File: config.mk
export PLATFORM = sky130hd
export DESIGN_NAME = slot_reel_bank_flat
export DESIGN_NICKNAME = d
export VERILOG_FILES = /design/src/rtl/slot_pkg.sv /design/src/rtl/slot_reel_bank_if.sv /design/src/rtl/slot_reel_bank_reel.sv /design/src/rtl/slot_reel_bank.sv /design/src/flat_wrapper.sv
export SDC_FILE = /design/constraint.sdc
export NUM_CORES = 1
export LEC_CHECK = 0
export BUFFER_PORTS_ARGS = -buffer_cell sky130_fd_sc_hd__buf_4
export CORE_MARGIN = 2
export CORE_UTILIZATION = 45
export DETAILED_ROUTE_END_ITERATION = 10
export GPL_ROUTABILITY_DRIVEN = 0
export GPL_TIMING_DRIVEN = 0
export HOLD_SLACK_MARGIN = 0.05
export PLACE_DENSITY = 0.72
export SLEW_MARGIN = 30
export SYNTH_ARGS = -nofsm -noshare
export SYNTH_HDL_FRONTEND = slang
export SYNTH_HIERARCHICAL = 1
export SYNTH_SLANG_ARGS = --single-unit
File: constraint.sdc
create_clock -name clk -period 6.04 [get_ports clk]
set_input_delay 1.51 -clock clk [delete_from_list [all_inputs] [get_ports clk]]
set_output_delay 1.51 -clock clk [all_outputs]
set_load 0.05 [all_outputs]
File: src/rtl/slot_pkg.sv
// rtl/slot_pkg.sv - shared FSM encodings and default reel geometry for the slot engine
package slot_pkg;

  typedef logic [1:0] state_t;

  localparam state_t ST_IDLE = 2'd0;
  localparam state_t ST_SPIN = 2'd1;
  localparam state_t ST_STOP = 2'd2;
  localparam state_t ST_SHOW = 2'd3;

  localparam int NUM_SYMS_DEF = 5;
  localparam int SYM_W_DEF    = 3;

endpackage

File: src/rtl/slot_reel_bank_if.sv
// rtl/slot_reel_bank_if.sv - button/strobe inputs and reel display outputs of the slot engine
interface slot_reel_bank_if #(
  parameter int NUM_REELS = 3,
  parameter int SYM_W     = slot_pkg::SYM_W_DEF
);
  logic                       btn;
  logic                       step_en;
  logic [NUM_REELS*SYM_W-1:0] slot_pic;
  logic [NUM_REELS-1:0]       reel_spinning;
  logic                       done;
  logic                       win;

  modport master (output btn, step_en, input slot_pic, reel_spinning, done, win);
  modport slave  (input btn, step_en, output slot_pic, reel_spinning, done, win);
endinterface

File: src/rtl/slot_reel_bank_reel.sv
// rtl/slot_reel_bank_reel.sv - one reel: down-counting symbol with a per-reel rate prescaler
module slot_reel #(
  parameter int NUM_SYMS = slot_pkg::NUM_SYMS_DEF,
  parameter int SYM_W    = slot_pkg::SYM_W_DEF,
  parameter int REEL_IDX = 0
) (
  input  logic             clk,
  input  logic             clrb,
  input  logic             step_en_i,
  input  logic             freeze_i,
  input  logic             clr_i,
  output logic [SYM_W-1:0] value_o
);
  localparam int PSC_W = (REEL_IDX > 0) ? $clog2(REEL_IDX + 1) : 1;

  logic [SYM_W-1:0] value_q, value_d;
  logic [PSC_W-1:0] psc_q, psc_d;

  always_comb begin
    value_d = value_q;
    psc_d   = psc_q;
    if (clr_i) begin
      psc_d = '0;
    end else if (step_en_i && !freeze_i) begin
      // reel REEL_IDX advances once every REEL_IDX+1 strobes
      if (psc_q == PSC_W'(REEL_IDX)) begin
        psc_d   = '0;
        value_d = (value_q == '0) ? SYM_W'(NUM_SYMS - 1) : value_q - SYM_W'(1);
      end else begin
        psc_d = psc_q + PSC_W'(1);
      end
    end
  end

  always_ff @(posedge clk) begin
    if (!clrb) begin
      value_q <= SYM_W'(NUM_SYMS - 1);
      psc_q   <= '0;
    end else begin
      value_q <= value_d;
      psc_q   <= psc_d;
    end
  end

  assign value_o = value_q;
endmodule

File: src/rtl/slot_reel_bank.sv
// rtl/slot_reel_bank.sv - multi-reel slot engine: spin FSM, staggered stop and win detect
module slot_reel_bank
  import slot_pkg::*;
#(
  parameter int NUM_REELS  = 3,
  parameter int NUM_SYMS   = NUM_SYMS_DEF,
  parameter int SYM_W      = SYM_W_DEF,
  parameter int STOP_DELAY = 2
) (
  input  logic               clk,
  input  logic               clrb,
  slot_reel_bank_if.slave    bus
);
  localparam int PTR_W = (NUM_REELS > 1) ? $clog2(NUM_REELS) : 1;
  localparam int CNT_W = $clog2(STOP_DELAY + 1);

  state_t                     state_q, state_d;
  logic [CNT_W-1:0]           cnt_q, cnt_d;
  logic [PTR_W-1:0]           ptr_q, ptr_d;
  logic [NUM_REELS-1:0]       spin_q, spin_d, freeze_now;
  logic                       done_q, done_d, win_q, win_d;
  logic                       start, all_eq, stop_hit, last_reel;
  logic [NUM_REELS*SYM_W-1:0] pic;

  assign stop_hit  = bus.step_en && (cnt_q == CNT_W'(STOP_DELAY - 1));
  assign last_reel = (ptr_q == PTR_W'(NUM_REELS - 1));

  always_ff @(posedge clk) begin
    if (!clrb) begin
      state_q <= ST_IDLE;
      cnt_q   <= '0;
      ptr_q   <= '0;
      spin_q  <= '0;
      done_q  <= 1'b0;
      win_q   <= 1'b0;
    end else begin
      state_q <= state_d;
      cnt_q   <= cnt_d;
      ptr_q   <= ptr_d;
      spin_q  <= spin_d;
      done_q  <= done_d;
      win_q   <= win_d;
    end
  end

  always_comb begin
    state_d = state_q;
    case (state_q)
      ST_IDLE, ST_SHOW: if (!bus.btn) state_d = ST_SPIN;
      ST_SPIN:          if (bus.btn) state_d = ST_STOP;
      ST_STOP:          if (stop_hit && last_reel) state_d = ST_SHOW;
      default:          state_d = ST_IDLE;
    endcase
  end

  always_comb begin
    start      = 1'b0;
    cnt_d      = cnt_q;
    ptr_d      = ptr_q;
    spin_d     = spin_q;
    freeze_now = '0;
    done_d     = done_q;
    win_d      = win_q;
    case (state_q)
      ST_IDLE, ST_SHOW: begin
        if (!bus.btn) begin
          start  = 1'b1;
          spin_d = '1;
          done_d = 1'b0;
          win_d  = 1'b0;
        end else if (state_q == ST_SHOW) begin
          done_d = 1'b1;
          win_d  = all_eq;
        end
      end
      ST_SPIN: begin
        if (bus.btn) begin
          cnt_d = '0;
          ptr_d = '0;
        end
      end
      ST_STOP: begin
        if (stop_hit) begin
          for (int i = 0; i < NUM_REELS; i++) begin
            if (ptr_q == PTR_W'(i)) begin
              freeze_now[i] = 1'b1;
              spin_d[i]     = 1'b0;
            end
          end
          cnt_d = '0;
          ptr_d = ptr_q + PTR_W'(1);
        end else if (bus.step_en) begin
          cnt_d = cnt_q + CNT_W'(1);
        end
      end
      default: ;
    endcase
  end

  // the reel being frozen this cycle must not also take its step
  for (genvar g = 0; g < NUM_REELS; g++) begin : g_reel
    slot_reel #(
      .NUM_SYMS (NUM_SYMS),
      .SYM_W    (SYM_W),
      .REEL_IDX (g)
    ) u_reel (
      .clk       (clk),
      .clrb      (clrb),
      .step_en_i (bus.step_en),
      .freeze_i  (~spin_q[g] | freeze_now[g]),
      .clr_i     (start),
      .value_o   (pic[g*SYM_W +: SYM_W])
    );
  end

  always_comb begin
    all_eq = 1'b1;
    for (int i = 1; i < NUM_REELS; i++) begin
      if (pic[i*SYM_W +: SYM_W] != pic[SYM_W-1:0]) all_eq = 1'b0;
    end
  end

  assign bus.slot_pic      = pic;
  assign bus.reel_spinning = spin_q;
  assign bus.done          = done_q;
  assign bus.win           = win_q;
endmodule
File: src/flat_wrapper.sv
// flat-port wrapper written by rule: the top's interface ports become plain ports
module slot_reel_bank_flat import slot_pkg::*;
#(
  parameter int NUM_REELS  = 3,
  parameter int NUM_SYMS   = NUM_SYMS_DEF,
  parameter int SYM_W      = SYM_W_DEF,
  parameter int STOP_DELAY = 2
)
  (clk, clrb, bus_btn, bus_step_en, bus_slot_pic, bus_reel_spinning, bus_done, bus_win);
  slot_reel_bank_if #(.NUM_REELS(NUM_REELS), .SYM_W(SYM_W)) bus_i ();
  input  logic clk;
  input  logic clrb;
  input wire logic [$bits(bus_i.btn)-1:0] bus_btn;
  input wire logic [$bits(bus_i.step_en)-1:0] bus_step_en;
  output wire logic [$bits(bus_i.slot_pic)-1:0] bus_slot_pic;
  output wire logic [$bits(bus_i.reel_spinning)-1:0] bus_reel_spinning;
  output wire logic [$bits(bus_i.done)-1:0] bus_done;
  output wire logic [$bits(bus_i.win)-1:0] bus_win;
  assign bus_i.btn = bus_btn;
  assign bus_i.step_en = bus_step_en;
  assign bus_slot_pic = bus_i.slot_pic;
  assign bus_reel_spinning = bus_i.reel_spinning;
  assign bus_done = bus_i.done;
  assign bus_win = bus_i.win;
  slot_reel_bank #(.NUM_REELS(NUM_REELS), .NUM_SYMS(NUM_SYMS), .SYM_W(SYM_W), .STOP_DELAY(STOP_DELAY)) u_core (.clk(clk), .clrb(clrb), .bus(bus_i));
endmodule
==> results.tsv <==
metric	value	unit
CTS sink cnt	23	
Slew @ Worst Pin	0.451	ns
Final min period	2.72	ns
Mean Syn Cell Area	8.66	µm²
arrival time at the worst endpoint	2.93	ns
skew final	0.00267	ns
fin nets	188	
register bit total from synthesis	23	
vias in the first global route	1059	
RSZ-0062 raised after global routing	false	
worst vdd ir	0.000219	V
largest net degree at the start of global routing	24	
Clock Pin Slew Worst Setup and Hold Paths	0.12	ns
top post-synthesis cells by area	dfxtp_1, ha_1, nand2_1	
required time worst endpoint	6.25	ns
commonest non-fill, non-tap cells in the layout	nand2_1, dfxtp_1, buf_4	
cts repair resizes	0	
r2r setup slk	3.85	ns
Worst R2R Path Depth	8	
startpoint types	input port	
register area share after synthesis	0.347	
Slew HR	0.695	
Static Leak	0.000617	µW
Via Count	1158	
Layout area overhead	14.5	%
first-pass GRT wire length	4.43	mm
Yosys top cell by area	dfxtp_1	
worst skew pair latency	0.30	ns
post-synthesis async set-or-reset flop share	0	
hpwl dp	2.04	mm
utilization after layout	0.546	
number of placement rows	19	
post-synth top area share	0.347	
H-tree depth	1	
gr usage total	0.169	
io pins	18	
Min-Delay Path Class	reg -> reg	
most used cell along the critical path	nand2_1	
total congestion overflow	0	
DIE WIDTH	58.3	µm
synthesized cell area	0.00133	mm²
DRT iter0 DRCs	64	
CTS tree	yes	
hold path cells	2	
die area	0.00339	mm²
CP peak stage delay	0.37	ns
max-cap viol count	0	
CP Max Fanout	14	
dominant synthesized flop cell	dfxtp_1	
endpoints failing hold	0	
CTS Root Cell	clkbuf_4	
Antenna Cells	0	
DRT Wirelength	2.64	mm
endpoints failing setup	0	
Max Buffers Root-to-Sink	2	
CTS Hold Bufs	0	
critical path capture point type	flip-flop	
die height	58.3	µm
pwr/cell area	318	mW/mm²
cts bufs inserted	3	
status	finished, final reports clean	
Fin Setup TNS	0	ns
final worst setup slack	3.32	ns
Synth Instances	153	
Ys Warns	6	
critical setup path kind	in -> reg	
critical path, cell by cell	buf_4 > and4b_1 > nand2_1 > nand2_1 > or3b_1 > buf_6 > o31a_1	
initial antenna violation count	0	
pre-CTS setup slack	2.99	ns
Final Max Tran Viols	0	
IO buf count	17	
most common cell after layout, fill and taps aside	nand2_1	
ANT nets after route	0	
Tcrit/Tclk final	0.451	
First-pass DRT Iterations	4	
share of cells above drive strength 1	0.167	
unique cell type count in the Yosys netlist	50	
Crit-path slowest cell	or3b_1	
Post-synth EDFFs	0	
DR DRC count	0	
initial core utilization	0.476	
routed vias/inst	5.65	
DR WL/cell	12.9	µm
post-CTS setup buffers	0	
Synthesized Nets	166	
Core Region	0.00278	mm²
Fmax achieved	367	MHz
## per-stage QoR
stage | total power [µW] | hold slack (ns) | cell area, µm² | std cells
detailed placement | 417 | 0.442 | 1490 | 201
global placement | 409 | 0.442 | 1490 | 201
CTS | 488 | 0.460 | 1520 | 205
finish | 483 | 0.455 | 1520 | 205
floorplan | 360 | 0.423 | 1330 | 153
global route | 518 | 0.478 | 1520 | 205
## path summary, 6_finish.rpt
kind,from,to
max,bus_step_en,u_core/g_reel[2].u_reel/value_o[2]$_SDFFE_PN1P_
min,u_core/cnt_q[1]$_SDFFE_PN0P_,u_core/cnt_q[1]$_SDFFE_PN0P_
min reg2reg,u_core/cnt_q[1]$_SDFFE_PN0P_,u_core/cnt_q[1]$_SDFFE_PN0P_
max reg2reg,u_core/state_q[0]$_SDFFE_PN0P_,u_core/g_reel[2].u_reel/value_o[2]$_SDFFE_PN1P_
## layer usage
metal,vias up,part of all wire,GRT usage
met3,6,0.042,0.0201
met1,532,0.43,0.191
met4,0,0.022,0.0831
met2,27,0.50,0.310
li1,593,-,-
met5,-,0,0
## cells by family (layout without fill, tap and decap cells)
family,count (synthesis),in the layout,synth area share
XOR/XNOR,1,1,0.00661
AO/OA/AOI/OAI,34,34,0.182
flip-flops,23,23,0.347
AND/OR/NAND/NOR,70,70,0.310
multiplexers,3,3,0.0236
buffers and inverters,13,34,0.0453
adder cells (fa/ha/maj),9,9,0.0850
## synthesized netlist by cell type, drive strengths merged (2+ instances only)
master	count
a21boi	4
nand2b	5
nor2b	3
a32o	2
nand2	24
nor2	10
ha	9
nand3	3
nor3b	4
o22ai	2
o21ai	5
o211ai	3
mux2i	2
or4	2
or3b	2
dfxtp	23
or3	4
a211o	2
inv	8
clkbuf	2
a21oi	8
o31ai	2
nand3b	2
nor4b	2
buf	2
## power breakdown
group	total, µW	internal [µW]	switching, µW
clock	69.0	25.7	43.3
sequential	195	173	22.2
combinational	218	84.0	134
## cell type report
cell class / instances / area, µm²
Timing Repair Buffer: 17 / 128
Tap cell: 31 / 38.8
Clock buffer: 4 / 26.3
Multi-Input combinational cell: 117 / 805
Sequential cell: 23 / 460
Buffer: 4 / 26.3
Inverter: 9 / 33.8
Fill cell: 257 / 1260
## critical path: cells and delay by family
family	cells	cell delay, ns
buffers and inverters	2	0.30
AND/OR/NAND/NOR	4	0.83
AO/OA/AOI/OAI	1	0.28
## sequential cells by signal (all words and copies together), names as in the netlist
| name | cells |
|---|---|
| u_core/bus.done | 1 |
| u_core/bus.reel_spinning | 3 |
| u_core/bus.win | 1 |
| u_core/cnt_q | 2 |
| u_core/g_reel.u_reel/psc_q | 3 |
| u_core/g_reel.u_reel/value_o | 9 |
| u_core/ptr_q | 2 |
| u_core/state_q | 2 |
Power figures use the tool's default switching activity.
